--- src/rtl/sd_sector_reader_pkg.sv ---
// Purpose: shared encodings for the SD single-block read sequencer.
// Contents: FSM states, CPU register indices, error codes, SD command bytes.
// Helpers: CMD17 frame byte selector and a saturating retry-counter increment.
package sd_sector_reader_pkg;

    typedef enum logic [2:0] {
        ST_IDLE,
        ST_CMD,
        ST_R1,
        ST_TOKEN,
        ST_DATA,
        ST_CRC,
        ST_TAIL,
        ST_ERR
    } state_t;

    typedef enum logic [1:0] {
        ERR_OK    = 2'd0,
        ERR_R1    = 2'd1,
        ERR_TOKEN = 2'd2,
        ERR_ABORT = 2'd3
    } err_t;

    localparam logic [3:0] REG_SEC_LO = 4'd0;
    localparam logic [3:0] REG_SEC_HI = 4'd1;
    localparam logic [3:0] REG_CTRL   = 4'd2;
    localparam logic [3:0] REG_STATUS = 4'd3;
    localparam logic [3:0] REG_R1     = 4'd4;

    localparam logic [7:0] CMD17      = 8'h51;
    localparam logic [7:0] DATA_TOKEN = 8'hFE;
    localparam logic [7:0] DUMMY_CRC  = 8'h01;
    localparam logic [7:0] FILL_BYTE  = 8'hFF;

    // Byte idx of the 6-byte CMD17 frame: opcode, 4 argument bytes MSB first, CRC.
    function automatic logic [7:0] cmd_byte(input logic [2:0] idx, input logic [31:0] arg);
        case (idx)
            3'd0:    cmd_byte = CMD17;
            3'd1:    cmd_byte = arg[31:24];
            3'd2:    cmd_byte = arg[23:16];
            3'd3:    cmd_byte = arg[15:8];
            3'd4:    cmd_byte = arg[7:0];
            default: cmd_byte = DUMMY_CRC;
        endcase
    endfunction

    function automatic logic [12:0] sat_inc(input logic [12:0] cnt);
        sat_inc = (cnt == 13'h1FFF) ? cnt : cnt + 13'd1;
    endfunction

endpackage

--- src/rtl/sd_sector_reader_regs.sv ---
// Purpose: CPU-visible register file and registered read mux of the SD sector reader.
// Ports: J1 bus (d_in/cs/addr/rd/wr/d_out), status inputs from the sequencer,
//        sector value and one-cycle start/abort write strobes towards the sequencer.
module sd_sector_reader_regs
    import sd_sector_reader_pkg::*;
(
    input  logic        clk,
    input  logic        rst_n,
    input  logic [15:0] d_in,
    input  logic        cs,
    input  logic [3:0]  addr,
    input  logic        rd,
    input  logic        wr,
    input  logic        busy,
    input  logic        done,
    input  err_t        err,
    input  logic [7:0]  last_r1,
    output logic [15:0] d_out,
    output logic [31:0] sector,
    output logic        start_req,
    output logic        abort_req
);

    logic        wr_en;
    logic [15:0] rd_mux;

    assign wr_en     = cs & wr;
    // Combinational strobes so the sequencer reacts on the same edge as the write.
    assign start_req = wr_en && (addr == REG_CTRL) && d_in[0];
    assign abort_req = wr_en && (addr == REG_CTRL) && d_in[1];

    always_comb begin
        rd_mux = 16'h0000;
        case (addr)
            REG_SEC_LO: rd_mux = sector[15:0];
            REG_SEC_HI: rd_mux = sector[31:16];
            REG_STATUS: rd_mux = {12'h000, err, done, busy};
            REG_R1:     rd_mux = {8'h00, last_r1};
            default:    rd_mux = 16'h0000;
        endcase
    end

    always_ff @(posedge clk or negedge rst_n) begin
        if (!rst_n) begin
            sector <= 32'h0000_0000;
            d_out  <= 16'h0000;
        end else begin
            if (wr_en && addr == REG_SEC_LO) sector[15:0]  <= d_in;
            if (wr_en && addr == REG_SEC_HI) sector[31:16] <= d_in;
            if (cs && rd) d_out <= rd_mux;
        end
    end

endmodule

--- src/rtl/sd_sector_reader.sv ---
// Purpose: autonomous CMD17 single-block read from microSD over an SPI byte engine into dpRAM.
// Ports: sys_clk_i/sys_rst_i, J1 register bus, SPI byte engine handshake (start/tx/rx/done),
//        SD chip select ss, dpRAM word write port (256 big-endian 16-bit words per sector).
module sd_sector_reader
    import sd_sector_reader_pkg::*;
#(
    parameter int R1_TRIES    = 8,
    parameter int TOKEN_TRIES = 4096,
    parameter int BYTE_ADDR   = 0
) (
    input  logic        sys_clk_i,
    input  logic        sys_rst_i,
    input  logic [15:0] d_in,
    input  logic        cs,
    input  logic [3:0]  addr,
    input  logic        rd,
    input  logic        wr,
    output logic [15:0] d_out,
    output logic        spi_start,
    output logic [7:0]  spi_tx,
    input  logic [7:0]  spi_rx,
    input  logic        spi_done,
    output logic        ss,
    output logic        ram_we,
    output logic [7:0]  ram_addr,
    output logic [15:0] ram_dout
);

    state_t      state;
    err_t        err;
    logic        done;
    logic        abort_pend;
    logic [7:0]  last_r1;
    logic [31:0] sector;
    logic [31:0] arg;
    logic [9:0]  byte_cnt;
    logic [12:0] tries;
    logic [7:0]  data_hi;
    logic        start_req;
    logic        abort_req;

    sd_sector_reader_regs u_regs (
        .clk       (sys_clk_i),
        .rst_n     (sys_rst_i),
        .d_in      (d_in),
        .cs        (cs),
        .addr      (addr),
        .rd        (rd),
        .wr        (wr),
        .busy      (state != ST_IDLE),
        .done      (done),
        .err       (err),
        .last_r1   (last_r1),
        .d_out     (d_out),
        .sector    (sector),
        .start_req (start_req),
        .abort_req (abort_req)
    );

    // Every busy state has exactly one byte outstanding: a new spi_start is only
    // issued on the edge that consumes spi_done, so starts never overlap.
    always_ff @(posedge sys_clk_i or negedge sys_rst_i) begin
        if (!sys_rst_i) begin
            state      <= ST_IDLE;
            err        <= ERR_OK;
            done       <= 1'b0;
            abort_pend <= 1'b0;
            last_r1    <= 8'h00;
            arg        <= 32'h0000_0000;
            byte_cnt   <= 10'd0;
            tries      <= 13'd0;
            data_hi    <= 8'h00;
            spi_start  <= 1'b0;
            spi_tx     <= FILL_BYTE;
            ss         <= 1'b1;
            ram_we     <= 1'b0;
            ram_addr   <= 8'h00;
            ram_dout   <= 16'h0000;
        end else begin
            spi_start <= 1'b0;
            ram_we    <= 1'b0;
            // Address advances after the word strobe; parks at 255 rather than wrapping.
            if (ram_we && ram_addr != 8'hFF) ram_addr <= ram_addr + 8'd1;
            if (abort_req && state != ST_IDLE) abort_pend <= 1'b1;

            if (state == ST_IDLE) begin
                if (start_req) begin
                    state      <= ST_CMD;
                    ss         <= 1'b0;
                    spi_tx     <= CMD17;
                    spi_start  <= 1'b1;
                    byte_cnt   <= 10'd0;
                    tries      <= 13'd0;
                    arg        <= (BYTE_ADDR != 0) ? {sector[22:0], 9'd0} : sector;
                    ram_addr   <= 8'h00;
                    done       <= 1'b0;
                    err        <= ERR_OK;
                    abort_pend <= 1'b0;
                end
            end else if (spi_done) begin
                if (abort_pend && state != ST_ERR) begin
                    abort_pend <= 1'b0;
                    state      <= ST_ERR;
                    err        <= ERR_ABORT;
                    ss         <= 1'b1;
                    spi_tx     <= FILL_BYTE;
                    spi_start  <= 1'b1;
                end else begin
                    case (state)
                        ST_CMD: begin
                            spi_start <= 1'b1;
                            if (byte_cnt == 10'd5) begin
                                state  <= ST_R1;
                                tries  <= 13'd0;
                                spi_tx <= FILL_BYTE;
                            end else begin
                                byte_cnt <= byte_cnt + 10'd1;
                                spi_tx   <= cmd_byte(byte_cnt[2:0] + 3'd1, arg);
                            end
                        end
                        ST_R1: begin
                            last_r1   <= spi_rx;
                            tries     <= sat_inc(tries);
                            spi_start <= 1'b1;
                            if (spi_rx == 8'h00) begin
                                state <= ST_TOKEN;
                                tries <= 13'd0;
                            end else if (!spi_rx[7] || sat_inc(tries) == 13'(R1_TRIES)) begin
                                state <= ST_ERR;
                                err   <= ERR_R1;
                                ss    <= 1'b1;
                            end
                        end
                        ST_TOKEN: begin
                            tries     <= sat_inc(tries);
                            spi_start <= 1'b1;
                            if (spi_rx == DATA_TOKEN) begin
                                state    <= ST_DATA;
                                byte_cnt <= 10'd0;
                            end else if (spi_rx != FILL_BYTE || sat_inc(tries) == 13'(TOKEN_TRIES)) begin
                                state <= ST_ERR;
                                err   <= ERR_TOKEN;
                                ss    <= 1'b1;
                            end
                        end
                        ST_DATA: begin
                            spi_start <= 1'b1;
                            if (!byte_cnt[0]) begin
                                data_hi <= spi_rx;
                            end else begin
                                ram_dout <= {data_hi, spi_rx};
                                ram_we   <= 1'b1;
                            end
                            if (byte_cnt == 10'd511) begin
                                state    <= ST_CRC;
                                byte_cnt <= 10'd0;
                            end else begin
                                byte_cnt <= byte_cnt + 10'd1;
                            end
                        end
                        ST_CRC: begin
                            spi_start <= 1'b1;
                            if (byte_cnt[0]) begin
                                state <= ST_TAIL;
                                ss    <= 1'b1;
                            end else begin
                                byte_cnt <= byte_cnt + 10'd1;
                            end
                        end
                        ST_TAIL, ST_ERR: begin
                            state <= ST_IDLE;
                            done  <= 1'b1;
                        end
                        default: state <= ST_IDLE;
                    endcase
                end
            end
        end
    end

endmodule

--- config.mk ---
export PLATFORM = sky130hd
export DESIGN_NAME = sd_sector_reader
export DESIGN_NICKNAME = d
export VERILOG_FILES = /design/src/rtl/sd_sector_reader_pkg.sv /design/src/rtl/sd_sector_reader_regs.sv /design/src/rtl/sd_sector_reader.sv
export SDC_FILE = /design/constraint.sdc
export NUM_CORES = 1
export LEC_CHECK = 0
export ABC_CLOCK_PERIOD_IN_PS = 2500
export CAP_MARGIN = 20
export CORE_MARGIN = 5
export CORE_UTILIZATION = 51
export DETAILED_ROUTE_END_ITERATION = 6
export HOLD_SLACK_MARGIN = 0.15
export PLACE_DENSITY = 0.76
export SLEW_MARGIN = 20
export SYNTH_ARGS = -nofsm -noshare
export SYNTH_HDL_FRONTEND = slang
export SYNTH_SLANG_ARGS = --single-unit
--- constraint.sdc ---
create_clock -name sys_clk_i -period 2.5 [get_ports sys_clk_i]
set_clock_uncertainty 0.05 [all_clocks]
set_input_delay 0.5 -clock sys_clk_i [delete_from_list [all_inputs] [get_ports sys_clk_i]]
set_output_delay 0.5 -clock sys_clk_i [all_outputs]
set_load 0.02 [all_outputs]
==> metrics <==
I/O pin total 85; number of flip-flops and latches in the synthesized netlist 161; deepest level of the CTS H-tree 4; number of flops mapped to enable cells by yosys 0; outcome finished with violations; Net Count, Synth 859; power density over cell area 936.2 nW/µm²; sequence of cells on the critical path and4_4, and3_4, or4_4, a211o_4, nor4_2, a21o_1, mux2_4; largest net degree at the start of global routing 58; Min-Delay Path Class reg2reg; Static Leakage 4.815 nW; Finish-stage setup viols 3; fin nets 1034; cell type contributing the most total cell area after synthesis sky130_fd_sc_hd__dfrtp_1; post-place instance area 9781 µm²; estimated wirelength of the detail-placed design 15860 µm; Slew HR 61.95%; Core Region 15260 µm²; Worst Hold Slack 0.4175 ns; Warnings, synthesis 0; prevailing post-synth register cell sky130_fd_sc_hd__dfrtp_1; count of cell instances traversed by the critical path 7; clock latency on the worst-skew pair 0.42 ns; setup slack, reg-to-reg -0.09 ns; Reg power frac 37.0%; cells taking the most area after synthesis sky130_fd_sc_hd__dfrtp_1 48%, sky130_fd_sc_hd__nand2_1 9.1%, sky130_fd_sc_hd__mux2_2 8.1%; synth unique cells 69; clock transition at the registers of the reported paths 0.07 ns; Net Sw Frac 35.32%; async set or reset register ratio after synthesis 100.0%; setup repair after global routing missed its margin true; Die Width 134.8 µm; largest buffer count on any clock path 2; Setup crit end err[1]; max-capacitance violation count 0; starting density of the core 52.05%; Sink Count 161; clock network fraction of total power 25.9%; terminus of the critical flop-to-flop path err[1]; First DRT Iteration DRCs 940; gate family responsible for the most delay along the worst path simple AND/OR/NAND/NOR gates; Critical Path Fanout Max 3; maximum ir drop on the vdd rail 0.6615 mV; Final period util 103.7%; combinational cell fraction of total power 37.1%; crit path capture type register; total clock buffers created by CTS 17; data arrival time of the worst path 2.85 ns; DRC violation count after routing 0; min Tclk post-route 2.592 ns; total gr overflow 0; fin util 68.77%; share of cells above drive strength 1 25.07%; initial antenna violation count 1; number of nets still failing antenna checks after routing 0; fill count 1172; Tightest Pin Transition 0.5694 ns; total number of placement rows 45; worst setup slack after layout -0.09166 ns; cell area after layout 10490 µm²; antenna diode count 0; clock tree from TritonCTS built; Int Pwr 0.006354 W; Sw Pwr 0.003470 W; first-pass GRT wire length 36300 µm; leading cell types by count after synthesis 192 x sky130_fd_sc_hd__nand2_1, 152 x sky130_fd_sc_hd__dfrtp_1, 57 x sky130_fd_sc_hd__mux2_2; CP Launch Type register; Worst path max stage delay 0.50 ns; sum of buffers and inverters on the critical path 0; synthesized instance count 813; startpoint of the most critical setup path tries[8]; critical path start-end classification reg2reg; area share of the largest cell type after synthesis 47.90%; Final Hold Violating Endpoints 0; Worst EP required 2.76 ns; number of global-route vias before repair 6939; leading cell type by number of instances after synthesis sky130_fd_sc_hd__nand2_1; number of max-slew violations in the final report 0; area of the die 18170 µm²; Routed wire per std cell 18.40 µm; worst-case reg-to-reg path depth 7; last weighted congestion value of the routability-driven placer 0.9615; Syn Std Cell Area 7941 µm²; Max Clk Rate 0.3859 GHz; Die Y 134.8 µm; violations in the final reports setup timing; proportion of synthesized chip area in sequential cells 50.87%; worst-path cell with the longest stage delay sky130_fd_sc_hd__or4_4; number of search-and-repair iterations in the first detailed-routing pass 6; synthesized area divided by synthesized cell count 9.768 µm²; vias post-DR 7071; P&R area growth vs syn 32.14%; source of the worst register-to-register timing path tries[8]; vias per inst 5.834; clock root buffer sky130_fd_sc_hd__clkbuf_16; count of port buffers added during placement 84; total length of routed wires 22300 µm; Total Routing Usage GR 25.19%; Final Power 0.009824 W
## placed cells by master (no fill, tap or decap), types with 10 or more instances in the layout
cell type	netlist	routed
sky130_fd_sc_hd__a21oi_1	41	38
sky130_fd_sc_hd__nor2_1	39	39
sky130_fd_sc_hd__clkbuf_16	0	17
sky130_fd_sc_hd__o31ai_1	10	10
sky130_fd_sc_hd__a22oi_1	10	10
sky130_fd_sc_hd__buf_4	2	111
sky130_fd_sc_hd__mux2_2	57	57
sky130_fd_sc_hd__dfrtp_1	152	148
sky130_fd_sc_hd__nand2_1	192	192
sky130_fd_sc_hd__a222oi_1	16	16
sky130_fd_sc_hd__ha_1	12	10
sky130_fd_sc_hd__o21ai_0	54	54
sky130_fd_sc_hd__nand3_1	15	14
sky130_fd_sc_hd__a21o_1	11	11
sky130_fd_sc_hd__clkdlybuf4s50_1	0	83
## state kept, by name, indices dropped and copies added, names as in the netlist, 2 cells and up
register	cells
arg	32
u_regs.sector	32
ram_dout	16
u_regs.d_out	16
tries	13
byte_cnt	10
data_hi	8
last_r1	8
ram_addr	8
spi_tx	8
state	3
err	2
## cell type report
type | instances | area [µm²] | area share (%)
sequential | 161 | 4045 | 38.55
timing repair buffer | 201 | 1785 | 17.01
multi-input combinational | 594 | 3771 | 35.94
clock inverter | 13 | 126.4 | 1.204
inverter | 13 | 48.80 | 0.4650
clock buffer | 19 | 452.9 | 4.316
tap | 211 | 264.0 | 2.516
## worst reg2reg max path, cell delays in order, from the launching register on
cell	delay (ns)
sky130_fd_sc_hd__dfrtp_1	0.40
sky130_fd_sc_hd__and4_4	0.20
sky130_fd_sc_hd__and3_4	0.18
sky130_fd_sc_hd__or4_4	0.51
sky130_fd_sc_hd__a211o_4	0.38
sky130_fd_sc_hd__nor4_2	0.29
sky130_fd_sc_hd__a21o_1	0.18
sky130_fd_sc_hd__mux2_4	0.31
## power groups by stage
stage	clock network (W)	registers (W)	logic, W
floorplan	0	0.00377	0.00177
global placement	0	0.00364	0.00346
detailed placement	0	0.00366	0.00352
CTS	0.00257	0.00362	0.00357
global route	0.00270	0.00370	0.00399
finish	0.00255	0.00363	0.00364
## cell families after synthesis
logic type / Yosys count / share of synthesized area, %
simple gates: 325 / 18.92
compound gates: 181 / 14.92
flops: 161 / 50.87
mux: 65 / 9.122
buf+inv: 58 / 3.041
fa+ha+maj: 13 / 2.017
xor+xnor: 10 / 1.103
## routing by layer
layer / part of all wire (%) / vias to the layer above / GRT usage (%)
li1: - / 3259 / -
met1: 45 / 3476 / 36.43
met2: 45 / 293 / 37.44
met3: 6.9 / 43 / 5.700
met4: 2.6 / 0 / 8.937
met5: 0 / - / 0
## metrics by stage
step / worst slack (ns) / instances / setup TNS [ns]
final: -0.09166 / 1212 / -0.1866
after global routing: -0.1768 / 1212 / -0.4449
after CTS: -0.05428 / 1210 / -0.1025
after detailed placement: -0.5283 / 1173 / -4.059
after global placement: -0.4816 / 1173 / -3.046
after floorplan: -0.02100 / 813 / -0.04201
## worst min path at each step
stage / start / to / slack (ns) / cells past startpoint
2_1_floorplan: sys_rst_i / abort_pend / 0.15 / 0
3_3_place_gp: data_hi[5] / ram_dout[13] / 0.40 / 2
3_5_place_dp: data_hi[2] / ram_dout[10] / 0.41 / 2
4_1_cts: ss / ss / 0.42 / 2
5_1_grt: spi_tx[2] / spi_tx[2] / 0.44 / 2
6_report: data_hi[5] / ram_dout[13] / 0.42 / 2
## timing repair
action	in CTS	in global routing
hold buffers	1	0
hold endpoints to repair	46	0
setup buffers	5	2
gates resized for setup	8	11
pin swaps	7	2
endpoints found under the setup margin	6	15
(Power assumes the default switching activity.)
